[config.mk]
export PLATFORM = sky130hd
export DESIGN_NAME = cipher_uart_tx_flat
export DESIGN_NICKNAME = d
export VERILOG_FILES = /design/src/rtl/cipher_uart_tx_if.sv /design/src/rtl/cipher_uart_tx.sv /design/src/flat_wrapper.sv
export SDC_FILE = /design/constraint.sdc
export NUM_CORES = 1
export LEC_CHECK = 0
export CAP_MARGIN = 20
export CORE_MARGIN = 2
export CORE_UTILIZATION = 50
export CTS_CLUSTER_SIZE = 8
export DETAILED_ROUTE_END_ITERATION = 8
export GPL_TIMING_DRIVEN = 0
export PLACE_DENSITY = 0.72
export SLEW_MARGIN = 20
export SYNTH_ARGS = -nofsm -noshare
export SYNTH_HDL_FRONTEND = slang
export SYNTH_SLANG_ARGS = --single-unit
[constraint.sdc]
create_clock -name clk -period 2.8 [get_ports clk]
set_input_delay 0.84 -clock clk [delete_from_list [all_inputs] [get_ports clk]]
set_output_delay 0.84 -clock clk [all_outputs]
set_load 0.02 [all_outputs]
[src/rtl/cipher_uart_tx_if.sv]
// pb1 I/O port bundle shared by the cipher PicoBlaze and its UART output stage.
interface cipher_uart_tx_if;
    logic [7:0] port_id;
    logic [7:0] out_port;
    logic       write_strobe;
    logic       read_strobe;
    logic [7:0] status;

    modport master (output port_id, out_port, write_strobe, read_strobe, input status);
    modport slave  (input port_id, out_port, write_strobe, read_strobe, output status);
endinterface

[src/rtl/cipher_uart_tx.sv]
// Ciphertext output stage: pb1 port writes -> byte FIFO -> 8N1 UART, plus a polled status byte.
// Define CIPHER_TX_PARITY_EN to add an even-parity bit (8E1) and advertise it in status bit4.
module cipher_uart_tx #(
    parameter int unsigned CLKS_PER_BIT = 434,
    parameter int unsigned FIFO_DEPTH   = 8,
    parameter logic [7:0]  DATA_PORT    = 8'h20,
    parameter logic [7:0]  STATUS_PORT  = 8'h21
) (
    input  logic             clk,
    input  logic             reset,
    cipher_uart_tx_if.slave  pb,
    output logic             tx,
    output logic             busy
);
    localparam int unsigned CntW  = $clog2(CLKS_PER_BIT);
    localparam int unsigned AddrW = $clog2(FIFO_DEPTH);
    localparam int unsigned PtrW  = AddrW + 1;
    localparam logic [CntW-1:0] Reload = CntW'(CLKS_PER_BIT - 1);
`ifdef CIPHER_TX_PARITY_EN
    localparam logic ParityEn = 1'b1;
`else
    localparam logic ParityEn = 1'b0;
`endif

    typedef enum logic [2:0] {
        StIdle,
        StStart,
        StData,
        StStop
`ifdef CIPHER_TX_PARITY_EN
        , StParity
`endif
    } state_e;

    state_e            state_q, state_d;
    logic [CntW-1:0]   cnt_q, cnt_d;
    logic [2:0]        bit_q, bit_d;
    logic [7:0]        shift_q, shift_d;
    logic              tx_q, tx_d;
    logic [PtrW-1:0]   wr_ptr_q, rd_ptr_q;
    logic [7:0]        mem [FIFO_DEPTH];
    logic              overflow_q, overflow_d;
    logic [7:0]        status_q, status_d;
    logic [7:0]        head;
    logic              fifo_empty, fifo_full;
    logic              push_req, push_ok, pop, stat_rd;

    assign head       = mem[rd_ptr_q[AddrW-1:0]];
    assign fifo_empty = (wr_ptr_q == rd_ptr_q);
    assign fifo_full  = (wr_ptr_q[PtrW-1] != rd_ptr_q[PtrW-1]) &&
                        (wr_ptr_q[AddrW-1:0] == rd_ptr_q[AddrW-1:0]);
    assign push_req   = pb.write_strobe && (pb.port_id == DATA_PORT);
    assign stat_rd    = pb.read_strobe && (pb.port_id == STATUS_PORT);
    // A pop on the same edge frees the slot the push would otherwise be refused for.
    assign push_ok    = push_req && (!fifo_full || pop);

    always_ff @(posedge clk or posedge reset) begin
        if (reset) state_q <= StIdle;
        else       state_q <= state_d;
    end

    always_comb begin
        state_d = state_q;
        cnt_d   = cnt_q;
        bit_d   = bit_q;
        shift_d = shift_q;
        pop     = 1'b0;
        case (state_q)
            StIdle: begin
                if (!fifo_empty) begin
                    pop     = 1'b1;
                    shift_d = head;
                    cnt_d   = Reload;
                    state_d = StStart;
                end
            end
            StStart: begin
                if (cnt_q == '0) begin
                    cnt_d   = Reload;
                    bit_d   = 3'd0;
                    state_d = StData;
                end else begin
                    cnt_d = cnt_q - CntW'(1);
                end
            end
            StData: begin
                if (cnt_q == '0) begin
                    cnt_d   = Reload;
                    shift_d = {1'b0, shift_q[7:1]};
                    if (bit_q == 3'd7) begin
`ifdef CIPHER_TX_PARITY_EN
                        state_d = StParity;
`else
                        state_d = StStop;
`endif
                    end else begin
                        bit_d = bit_q + 3'd1;
                    end
                end else begin
                    cnt_d = cnt_q - CntW'(1);
                end
            end
`ifdef CIPHER_TX_PARITY_EN
            StParity: begin
                if (cnt_q == '0) begin
                    cnt_d   = Reload;
                    state_d = StStop;
                end else begin
                    cnt_d = cnt_q - CntW'(1);
                end
            end
`endif
            StStop: begin
                if (cnt_q == '0) begin
                    cnt_d   = '0;
                    state_d = StIdle;
                end else begin
                    cnt_d = cnt_q - CntW'(1);
                end
            end
            default: state_d = StIdle;
        endcase
    end

`ifdef CIPHER_TX_PARITY_EN
    logic parity_q;

    always_ff @(posedge clk or posedge reset) begin
        if (reset)    parity_q <= 1'b0;
        else if (pop) parity_q <= ^head;
    end
`endif

    always_comb begin
        tx_d = 1'b1;
        case (state_q)
            StStart:  tx_d = 1'b0;
            StData:   tx_d = shift_q[0];
`ifdef CIPHER_TX_PARITY_EN
            StParity: tx_d = parity_q;
`endif
            default:  tx_d = 1'b1;
        endcase
        busy = (state_q != StIdle) || !fifo_empty;
    end

    // Set beats clear when an overflowing push meets a status read.
    assign overflow_d = (push_req && fifo_full && !pop) ? 1'b1 :
                        stat_rd                         ? 1'b0 : overflow_q;
    assign status_d   = {3'b000, ParityEn, overflow_q, (state_q != StIdle), fifo_full, fifo_empty};

    always_ff @(posedge clk or posedge reset) begin
        if (reset) begin
            cnt_q      <= '0;
            bit_q      <= '0;
            shift_q    <= '0;
            tx_q       <= 1'b1;
            wr_ptr_q   <= '0;
            rd_ptr_q   <= '0;
            overflow_q <= 1'b0;
            status_q   <= 8'h01;
        end else begin
            cnt_q      <= cnt_d;
            bit_q      <= bit_d;
            shift_q    <= shift_d;
            tx_q       <= tx_d;
            wr_ptr_q   <= wr_ptr_q + PtrW'(push_ok);
            rd_ptr_q   <= rd_ptr_q + PtrW'(pop);
            overflow_q <= overflow_d;
            status_q   <= status_d;
        end
    end

    always_ff @(posedge clk) begin
        if (push_ok) mem[wr_ptr_q[AddrW-1:0]] <= pb.out_port;
    end

    assign tx        = tx_q;
    assign pb.status = status_q;
endmodule

[src/flat_wrapper.sv]
// flat-port wrapper written by rule: the top's interface ports become plain ports
module cipher_uart_tx_flat 
#(
    parameter int unsigned CLKS_PER_BIT = 434,
    parameter int unsigned FIFO_DEPTH   = 8,
    parameter logic [7:0]  DATA_PORT    = 8'h20,
    parameter logic [7:0]  STATUS_PORT  = 8'h21
)
  (clk, reset, tx, busy, pb_port_id, pb_out_port, pb_write_strobe, pb_read_strobe, pb_status);
  cipher_uart_tx_if pb_i ();
  input  logic clk;
  input  logic reset;
  output logic tx;
  output logic busy;
  input wire logic [$bits(pb_i.port_id)-1:0] pb_port_id;
  input wire logic [$bits(pb_i.out_port)-1:0] pb_out_port;
  input wire logic [$bits(pb_i.write_strobe)-1:0] pb_write_strobe;
  input wire logic [$bits(pb_i.read_strobe)-1:0] pb_read_strobe;
  output wire logic [$bits(pb_i.status)-1:0] pb_status;
  assign pb_i.port_id = pb_port_id;
  assign pb_i.out_port = pb_out_port;
  assign pb_i.write_strobe = pb_write_strobe;
  assign pb_i.read_strobe = pb_read_strobe;
  assign pb_status = pb_i.status;
  cipher_uart_tx #(.CLKS_PER_BIT(CLKS_PER_BIT), .FIFO_DEPTH(FIFO_DEPTH), .DATA_PORT(DATA_PORT), .STATUS_PORT(STATUS_PORT)) u_core (.clk(clk), .reset(reset), .pb(pb_i), .tx(tx), .busy(busy));
endmodule
# Word-level counts from Yosys, hierarchy flattened
# Memory sizes are Yosys's and may differ from the RTL's.
# Index checks and enable logic that the tools add are counted.
[op_classes] addsub=4 n_mul=0 n_div=0 n_lt_le_gt_ge=0 eq_ne=15 shifts=0 muxes=23 bitwise_logic=0 reduce_logical=23
[op_table] op="$mux 9" count=3
[op_table] op="$pmux 9 s3" count=1
[op_table] op="$mux 3" count=7
[op_table] op="$eq 8x6->1 const B" count=2
[op_table] op="$mux 8" count=2
[op_table] op="$pmux 8 s2" count=1
[op_table] op="$pmux 3 s4" count=1
[op_table] op="$logic_not 9->1" count=1
[op_table] op="$sub 9x1->9 const B" count=1
[op_table] op="$add 4x1->4" count=2
[op_table] op="$ne 2x1->1 const B" count=4
[op_table] op="$eq 3x2->1 const B" count=2
[op_table] op="$logic_and 1x1->1" count=6
[op_table] op="$mux 1" count=6
[op_table] op="$pmux 3 s2" count=1
[op_table] op="$reduce_bool 2->1" count=3
[op_table] op="$reduce_bool 3->1" count=2
[op_table] op="$reduce_and 5->1" count=1
[op_table] op="$eq 4x4->1" count=1
[op_table] op="$ne 2x2->1 const B" count=2
[op_table] op="$reduce_and 4->1" count=1
[op_table] op="$add 3x1->3 const B" count=1
[op_table] op="$eq 3x1->1 const B" count=1
[op_table] op="$eq 3x3->1" count=1
[op_table] op="other kinds (9)" count=12
[totals] register_bits=37 latchBits=0 ramBits=64 romBits=0 input_bits=20 out_inout_bits=10 wordCells=75 memories=1
[memory_table] name="u_core.mem" words=8 word_bits=8 read_ports=1 rd_ports_with_merged_regs=0 wr=1 line="cipher_uart_tx.sv:41" rtl="logic [7:0] mem [FIFO_DEPTH];"

# Longest topological paths before layout
[logic_depth] depth_word=7 ltp_mapped=9 mapped_depth_nobuf=7

# Worst setup path before layout
# No wires, ideal clock.
[synth_timing] path_type="in2reg" startpoint="in pb_port_id[1]" endpoint="mem u_core.mem[1][0], enable pin" setup_time_ps=383 t_arrival_ps=2538 required_ps=2417 slack_ps=-121 cell_stages=4 path_buffers=0 cell_sequence="or4b_4 nor4_1 o2111ai_1 nor3_1"
[synth_via] elab_chain_len=5
[synth_lines] element="start, declared" line="flat_wrapper.sv:15" rtl="input wire logic [$bits(pb_i.port_id)-1:0] pb_port_id;"
[synth_lines] element="$eq 8x6->1" line="cipher_uart_tx.sv:52" rtl="assign push_req = pb.write_strobe && (pb.port_id == DATA_PORT);"
[synth_lines] element="$logic_and 1x1->1" line="cipher_uart_tx.sv:52"
[synth_lines] element="$logic_and 1x1->1" line="cipher_uart_tx.sv:55" rtl="assign push_ok = push_req && (!fifo_full || pop);"
[synth_lines] element="$mux 1" line="cipher_uart_tx.sv:175" rtl="if (push_ok) mem[wr_ptr_q[AddrW-1:0]] <= pb.out_port;"
[synth_lines] element="$mux 1 (not written as such)" line="cipher_uart_tx.sv:175"
[synth_lines] element="end, declared" line="cipher_uart_tx.sv:41"
# No other way between the ends.

# Final worst setup path
[layout_timing] startpoint="in pb_port_id[1]" endpoint="mem u_core.mem[7][6], enable pin"
# Same word-level chain as after synthesis.

==> impl_metrics.ini <==
[clock_network]
insertion_delay_ns = 0.38
path_clk_slew_ns = 0.11
h-tree-depth = 3
cts_sinks = 100
clockRootBuffer = clkbuf_8
tritoncts = yes
cts_made_buffers = 9
clockBufferDepth = 2
ctsHoldBuffers = 0

[hold_path]
hold_depth = 0
holdPathEnd = u_core.pb.status[3]
hold_path_class = flip-flop to flip-flop
holdCritStartpoint = u_core.overflow_q

[grt]
antenna_found_initial = 0
grt_usage = 0.191
grt_start_max_net_pins = 37
grt_pass1_wl_mm = 14.1
gr-total-overflow = 0
grt_pass1_vias = 2746

[synthesis]
synth_cells = 291
ys_ff_latch = 100
synthArstFlopShare = 0.360
yosysWarnings = 0
ys_seq_area_frac = 0.629
syn_area_mm2 = 0.00449
syn_area_per_cell_um2 = 15.4
synthFlopType = edfxtp_1
yosys.cell_types.count = 52
synth-edff-count = 64

[setup_path]
r2r_start = u_core.state_q[0]
critPathLaunchType = input port
cp_data_arrival_time_ns = 2.80
cp.required_ns = 2.85
cp-end-kind = flip-flop
worstPathMaxFanout = 8
ff2ff_path_depth = 9
timing.rr.end = u_core.rd_ptr_q[2]
r2r_setup_slack_ns = 0.47
criticalPathCategory = input port to flip-flop

[timing]
worst_pin_slew_ns = 0.781
fin_crit_sh = 0.981
fmax_ghz = 0.364
final_hold_viol_count = 0
skew_ns = 0.0117
hold_slack_ns = 0.422
slew_headroom = 0.480
setup_viol = 0
maxSlewViolCount = 0
fin_setup_tns_ns = 0
fin_crit_ns = 2.75
setup_slack_ns = 0.0526

[cells_and_area]
fin_nets = 372
drive_gt1_frac = 0.243
n_antenna_cell = 0
area_growth_pct = 19.1
fillers = 634
fin_util = 0.613

[place]
io_buffers = 25
gp_congestion = 0.753
pre_cts_ws_ns = -0.898
hpwl_mm = 5.55

[power]
p_seq_frac = 0.397
finalPower_mw = 4.92
ir_drop_mv = 0.495
switchingPower_mw = 1.83
p_per_area_mw_per_mm2 = 919
leakage_nw = 1.98
power.clock.fraction = 0.197
p_int_mw = 3.08
switching_share = 0.373
pwr-share-comb = 0.407

[route]
ant_nets = 0
num_vias = 2651
viasPerCell = 5.85
drtIter0Drc = 149
wl_per_cell_um = 19.5
first_pass_iters = 5
postRouteWirelength_mm = 8.85
drcViolationCount = 0

[floorplanning]
ioPinCount = 30
fp.dieW_um = 98.8
start_util = 0.515
placementRows = 34
die_height_um = 98.8
design.core.area_mm2 = 0.00872
die-area_mm2 = 0.00976

[status]
outcome = finished clean

[run]
max_cap_violations = 0
-- power groups by stage --
stage | Clock, mW | Sequential (mW) | Combinational (mW)
final | 0.967 | 1.95 | 2.00
after global routing | 1.05 | 1.97 | 2.18
after CTS | 0.988 | 1.95 | 1.97
after detailed placement | 0 | 1.97 | 1.91
after global placement | 0 | 1.97 | 1.86
after floorplan | 0 | 1.97 | 1.45
-- worst max-delay path, stage by stage --
cell and delay (ns):
clkdlybuf4s50_1 0.40, or4b_4 0.56, nor4_4 0.21, buf_4 0.18, o2111ai_4 0.23, nor2_4 0.36
-- layer usage --
| metal | GRT usage | share of wire | vias to the layer above |
|---|---|---|---|
| met5 | 0 | 0 | - |
| met3 | 0.0440 | 0.050 | 10 |
| met2 | 0.314 | 0.52 | 70 |
| met1 | 0.251 | 0.41 | 1347 |
| met4 | 0.0664 | 0.012 | 0 |
| li1 | - | - | 1224 |
-- state kept, by name, summed over array words and instances (netlist names) --
register           flops
u_core.mem            64
u_core.tx              1
u_core.cnt_q           9
u_core.rd_ptr_q        4
u_core.wr_ptr_q        4
u_core.shift_q         8
u_core.state_q         2
u_core.bit_q           3
u_core.pb.status       4
u_core.overflow_q      1
-- cells by family after synthesis --
logic type | after synthesis | share of synthesized area
DFF | 100 | 0.629
xor gates and xnor gates | 9 | 0.0226
AOI/OAI and AO/OA | 55 | 0.0964
adders and majority gates | 12 | 0.0334
other | 1 | 0.000835
buffers and inverters | 31 | 0.0356
muxes | 27 | 0.105
and+or+nand+nor | 56 | 0.0771
-- through the flow --
stage / std cells / instance area (um2)
after floorplan: 294 / 4510
after global placement: 427 / 4900
after detailed placement: 427 / 4900
after CTS: 448 / 5290
after global routing: 453 / 5350
final: 453 / 5350
-- what timing repair did --
action / in CTS / in global routing
setup endpoints to repair: 65 / 35
resized for setup: 27 / 2
pin swaps: 3 / 7
buffers inserted: 5 / 5
-- placed cells by master, fill, tap and decap left out, types with 9 or more instances in the layout --
master,netlist,layout
inv_1,16,15
buf_4,7,13
edfxtp_1,64,64
clkbuf_8,0,9
clkdlybuf4s50_1,0,24
ha_1,12,12
nor2_1,22,16
mux4_2,16,16
dfrtp_1,34,33
mux2i_1,9,9
-- cells in the mapped netlist (3+ instances only) --
master     instances  area share
mux4_2            16       0.080
a22oi_1            4      0.0067
nand2_1            5      0.0042
xor2_2             3       0.011
buf_4              7       0.012
nor3_1             5      0.0056
a221o_1            8       0.018
nand2b_1           3      0.0042
o21ai_0            4      0.0045
xor2_1             3      0.0058
xnor2_1            3      0.0058
nor2_1            22       0.018
nor2b_1            4      0.0056
o2bb2ai_1          4      0.0078
dfrtp_1           34        0.19
ha_1              12       0.033
mux2i_1            9       0.020
inv_1             16       0.013
nand3_1            5      0.0056
buf_1              3      0.0025
edfxtp_1          64        0.43
o22ai_1            3      0.0042
a21oi_1            8      0.0089
a22o_1             7       0.014
-- cell type report --
type	count	area, um2	share of cell area
clock inverter	7	91.3	0.0171
timing repair buffer	35	364	0.0681
sequential	100	2830	0.528
buffer	15	110	0.0206
tap	108	135	0.0253
inverter	16	60.1	0.0112
multi-input combinational	163	1640	0.306
clock buffer	9	124	0.0232
-- worst max-delay path by stage --
stage / from / endpoint / slack [ns] / depth (start not counted)
6_report: pb_port_id[1] / u_core.mem[7][6] / 0.05 / 6
5_1_grt: u_core.rd_ptr_q[0] / busy / -0.01 / 6
4_1_cts: u_core.rd_ptr_q[1] / busy / 0.03 / 6
3_5_place_dp: pb_port_id[1] / u_core.mem[6][3] / -0.90 / 5
3_3_place_gp: pb_port_id[1] / u_core.mem[7][7] / -0.88 / 5
2_1_floorplan: pb_port_id[1] / u_core.mem[3][0] / 0.08 / 4
No activity file was read; power rests on OpenSTA's default activity.
